===== config.mk =====
export PLATFORM = sky130hd
export DESIGN_NAME = rr_grant_sequencer_4
export DESIGN_NICKNAME = d
export VERILOG_FILES = /design/src/rtl/rr_grant_sequencer_4_pkg.sv /design/src/rtl/rr_pick_4.sv /design/src/rtl/rr_grant_sequencer_4.sv
export SDC_FILE = /design/constraint.sdc
export NUM_CORES = 1
export LEC_CHECK = 0
export ABC_AREA = 1
export CAP_MARGIN = 30
export CORE_MARGIN = 1.5
export CORE_UTILIZATION = 59
export DETAILED_ROUTE_END_ITERATION = 8
export MAX_ROUTING_LAYER = met4
export PLACE_DENSITY_LB_ADDON = 0.1
export SYNTH_ARGS = -nofsm -noshare
export SYNTH_HDL_FRONTEND = slang
export SYNTH_HIERARCHICAL = 1
export SYNTH_SLANG_ARGS = --single-unit

===== constraint.sdc =====
create_clock -name clk -period 2.7 [get_ports clk]
set_input_delay 0.81 -clock clk [delete_from_list [all_inputs] [get_ports clk]]
set_output_delay 0.81 -clock clk [all_outputs]
set_load 0.05 [all_outputs]

===== src/rtl/rr_grant_sequencer_4_pkg.sv =====
// Shared types and constants for the four-way round-robin grant sequencer.
// The FSM encoding is fixed so the state can be decoded by other logic if needed.
package rr_grant_sequencer_4_pkg;

   localparam int N_REQ = 4;
   localparam int IDX_W = 2;

   typedef enum logic [1:0] {
      ST_IDLE  = 2'd0,
      ST_GRANT = 2'd1,
      ST_GAP   = 2'd2
   } state_t;

   function automatic logic [N_REQ-1:0] onehot(input logic [IDX_W-1:0] idx);
      logic [N_REQ-1:0] v;
      v      = '0;
      v[idx] = 1'b1;
      return v;
   endfunction

endpackage


===== src/rtl/rr_pick_4.sv =====
// Combinational round-robin pick: the first set request at or after ptr (mod 4).
// Rotate so ptr lands on bit 0, take the lowest set bit, then rotate the index back.
module rr_pick_4
   import rr_grant_sequencer_4_pkg::*;
(
   input  logic [N_REQ-1:0] i_req,
   input  logic [IDX_W-1:0] i_ptr,
   output logic [IDX_W-1:0] o_idx,
   output logic             o_any
);

   logic [N_REQ-1:0] w_rot;
   logic [IDX_W-1:0] w_off;

   generate
      for (genvar gi = 0; gi < N_REQ; gi++) begin : g_rot
         assign w_rot[gi] = i_req[IDX_W'(gi) + i_ptr];
      end
   endgenerate

   always_comb begin
      w_off = '0;
      for (int k = N_REQ - 1; k >= 0; k--) begin
         if (w_rot[k]) begin
            w_off = IDX_W'(k);
         end
      end
   end

   assign o_idx = i_ptr + w_off;
   assign o_any = |i_req;

endmodule


===== src/rtl/rr_grant_sequencer_4.sv =====
// Round-robin arbiter producing an index plus enable for a 2-to-4 decoder, with a
// one-cycle dead gap between grants and a bounded tenure when others are waiting.
module rr_grant_sequencer_4
   import rr_grant_sequencer_4_pkg::*;
#(
   parameter int MAX_HOLD = 8
)
(
   input  logic             clk,
   input  logic             rst_n,
   input  logic [N_REQ-1:0] req,
   output logic [IDX_W-1:0] sel,
   output logic             sel_valid,
   output logic             forced,
   output logic             busy
);

   localparam int HOLD_W = $clog2(MAX_HOLD + 1);
   localparam logic [HOLD_W-1:0] HOLD_MAX = HOLD_W'(MAX_HOLD);

   state_t            r_state;
   state_t            w_state_next;
   logic [IDX_W-1:0]  r_ptr;
   logic [IDX_W-1:0]  w_ptr_next;
   logic [HOLD_W-1:0] r_hold;
   logic [HOLD_W-1:0] w_hold_next;
   logic [IDX_W-1:0]  r_sel;
   logic [IDX_W-1:0]  w_sel_next;
   logic              r_sel_valid;
   logic              r_forced;
   logic              w_forced_next;
   logic              r_busy;
   logic [IDX_W-1:0]  w_pick;
   logic              w_any;
   logic [N_REQ-1:0]  w_others;

   rr_pick_4 u_pick (
      .i_req (req),
      .i_ptr (r_ptr),
      .o_idx (w_pick),
      .o_any (w_any)
   );

   assign w_others = req & ~onehot(r_sel);

   always_comb begin
      w_state_next  = r_state;
      w_ptr_next    = r_ptr;
      w_hold_next   = r_hold;
      w_sel_next    = r_sel;
      w_forced_next = 1'b0;
      case (r_state)
         ST_IDLE, ST_GAP: begin
            if (w_any) begin
               w_state_next = ST_GRANT;
               w_sel_next   = w_pick;
               w_hold_next  = HOLD_W'(1);
            end else begin
               w_state_next = ST_IDLE;
            end
         end
         ST_GRANT: begin
            // A release takes priority over a timeout that lands in the same cycle.
            if (!req[r_sel]) begin
               w_state_next = ST_GAP;
               w_ptr_next   = r_sel + 2'd1;
            end else if ((r_hold >= HOLD_MAX) && (|w_others)) begin
               w_state_next  = ST_GAP;
               w_ptr_next    = r_sel + 2'd1;
               w_forced_next = 1'b1;
            end else if (r_hold < HOLD_MAX) begin
               w_hold_next = r_hold + HOLD_W'(1);
            end
         end
         default: begin
            w_state_next = ST_IDLE;
         end
      endcase
   end

   // Outputs are registered from the next state so they line up with the state register.
   always_ff @(posedge clk or negedge rst_n) begin
      if (!rst_n) begin
         r_state     <= ST_IDLE;
         r_ptr       <= '0;
         r_hold      <= '0;
         r_sel       <= '0;
         r_sel_valid <= 1'b0;
         r_forced    <= 1'b0;
         r_busy      <= 1'b0;
      end else begin
         r_state     <= w_state_next;
         r_ptr       <= w_ptr_next;
         r_hold      <= w_hold_next;
         r_sel       <= w_sel_next;
         r_sel_valid <= (w_state_next == ST_GRANT);
         r_forced    <= w_forced_next;
         r_busy      <= (w_state_next != ST_IDLE);
      end
   end

   assign sel       = r_sel;
   assign sel_valid = r_sel_valid;
   assign forced    = r_forced;
   assign busy      = r_busy;

endmodule

==> results.tsv <==
metric	value	unit
cts_resized	0	
vias	933	
die_h	44.8	microns
cts_made_buffers	3	
placed_cells	174	
cp-start-kind	primary input	
crit_type	primary input to register	
die_x	44.8	microns
rsz0062_at_grt	no	
cts.path.max_buffers	2	
grt_pass1_vias	787	
io_pins	11	
grt_pass1_wl	3.39	mm
cts_tree	done	
clkLatencyLatePin	0.27	ns
syn_area	1030	sq um
p_leak	0.663	nW
coreArea	1580	sq um
tightest_slew	0.554	ns
timing.hold.ws	0.529	ns
hold_path.class	register to register	
period_share	90.3	%
io_buffers	10	
ys_seq_area_share	31.6	%
status	finished clean	
min_delay_worst_endpoint	r_hold[2]	
synth.net_count	162	
cts_num_sinks	13	
post-route-util	74.0	%
vias_per_cell	5.24	
place_ws	-0.0108	ns
slew_headroom	63.0	%
cts-root-buf	clkbuf_4	
cap_violations	0	
first_pass_iters	5	
synth.largest_area_cell	dfrtp_1	
cts_max_level	1	
hold_buffers	0	
drc	0	
grt_max_degree	14	
cp.arrival	2.59	ns
gp_congestion	0.917	
skew	0.00263	ns
synth_ff_type	dfrtp_1	
drv_slew	0	
wire_per_inst	11.1	microns
final.setup.worst_slack	0.263	ns
drtAntennaViolNets	0	
postCtsSetupBuffers	0	
synth-async-reset-ratio	100	%
drt_iter0_drc	31	
yosysWarnings	6	
register_area	325	sq um
p_per_area	1240	nW/um^2
fillers	133	
syn_to_final_growth	13.1	%
core.rowCount	14	
syn_area_per_cell	6.92	sq um
stdcell_count	178	
wl	1.98	mm
worstPathRequired	2.86	ns
final_area	1170	sq um
synth.distinct_cells	21	
finalWorstPathRequiredPeriod	2.44	ns
ir_drop	0.836	mV
hold_viol	0	
synth_edf_count	0	
synthTopCellsByCount	nand2_1 (64), inv_1 (14), dfrtp_1 (13)	
synth_top_area_share	31.6	%
critPathCaptureType	register	
synthTopCellsByArea	dfrtp_1 (32%), nand2_1 (23%), ha_1 (8.5%)	
r2r_setup_slack	0.72	ns
netlist_instances	149	
r2r_start	r_ptr[0]	
nets	176	
path_clk_slew	0.08	ns
die_area	2010	sq um
place_area	1140	sq um
num_antenna_cells	0	
timing.rr.end	sel[1]	
antenna_found_initial	0	
grtUsageTotal	24.3	%
rr_worst_depth	13	
power	1.45	mW
grt_remaining_overflow	0	
hp-start	r_hold[2]	
ys_seq_elements	13	
tns	0	ns
initial_utilization	65.4	%
multi_input_area	597	sq um
path_max_fanout	4	
fmax	410	MHz
drive_gt1_share	17.3	%
whs_path_depth	2	
hpwl	1.54	mm
finalSetupViolations	0	
yosysMostFrequentCell	nand2_1	
-- state kept, by name, indices dropped and copies added, names as in the netlist --
signal     cells
busy           1
forced         1
r_hold         4
r_ptr          2
r_state        2
sel            2
sel_valid      1
-- cell families (layout without fill, tap and decap cells) --
kind of cell,count (synthesis),count (layout),synth area share [%]
flip-flops,13,13,31.6
buffers and inverters,25,38,10.6
AND/OR/NAND/NOR,96,96,43.7
adder cells (fa/ha/maj),7,7,8.49
AO/OA/AOI/OAI,6,6,4.00
XOR/XNOR,2,2,1.70
-- final cells by class --
type                    count  share of cell area, %
well taps                  16                   1.72
multi-input cells         111                   51.2
repair buffers             10                   8.58
inverters                  24                   8.37
clock buffers               4                   2.25
flip-flops and latches     13                   27.9
-- critical path: stages --
cell	delay (ns)
clkdlybuf4s50_1	0.49
inv_1	0.13
nand2_1	0.07
nand2_1	0.06
nand2_1	0.04
nand2_1	0.09
nand3_1	0.07
a21oi_1	0.13
ha_1	0.17
xor2_1	0.19
inv_1	0.06
nand3_1	0.08
nand2_1	0.05
nor2_1	0.09
a21oi_1	0.05
-- power breakdown --
| part | total [mW] | switching [mW] | internal, mW |
|---|---|---|---|
| combinational | 0.947 | 0.617 | 0.330 |
| clock | 0.118 | 0.0608 | 0.0573 |
| sequential | 0.385 | 0.109 | 0.276 |
| total | 1.45 | 0.787 | 0.664 |
-- layout by cell type (no fill, tap or decap) --
cell,netlist,routed
dfrtp_1,13,13
nand4_1,5,5
nor2_1,7,7
inv_4,1,1
nand2_4,1,1
nor2_4,1,1
inv_1,14,14
xor2_1,1,1
clkbuf_1,0,1
inv_6,1,1
clkbuf_4,0,3
nand3_2,3,3
nand3_1,6,6
nand2_2,8,8
inv_2,8,8
a21oi_1,3,3
o21ai_4,1,1
nand2_1,64,64
ha_1,7,7
clkdlybuf4s50_1,0,10
nor2_8,1,1
o21ai_1,2,2
xnor2_1,1,1
-- how the worst max path moves through the flow --
stage / slack, ns / from / depth (start not counted) / to
2_1_floorplan: 0.66 / req[1] / 14 / sel[1]
3_3_place_gp: 0.07 / req[1] / 15 / sel[1]
3_5_place_dp: -0.01 / req[0] / 15 / sel[1]
4_1_cts: 0.27 / req[0] / 15 / sel[1]
5_1_grt: 0.06 / req[0] / 15 / sel[1]
6_report: 0.26 / req[0] / 15 / sel[1]
-- routing by layer --
layer	up-vias	global-route usage (%)	wire length (microns)
met5	-	-	0
li1	479	-	-
met2	31	35.9	912
met4	0	4.71	5
met1	421	33.2	936
met3	2	7.60	126
Power figures use the tool's default switching activity.
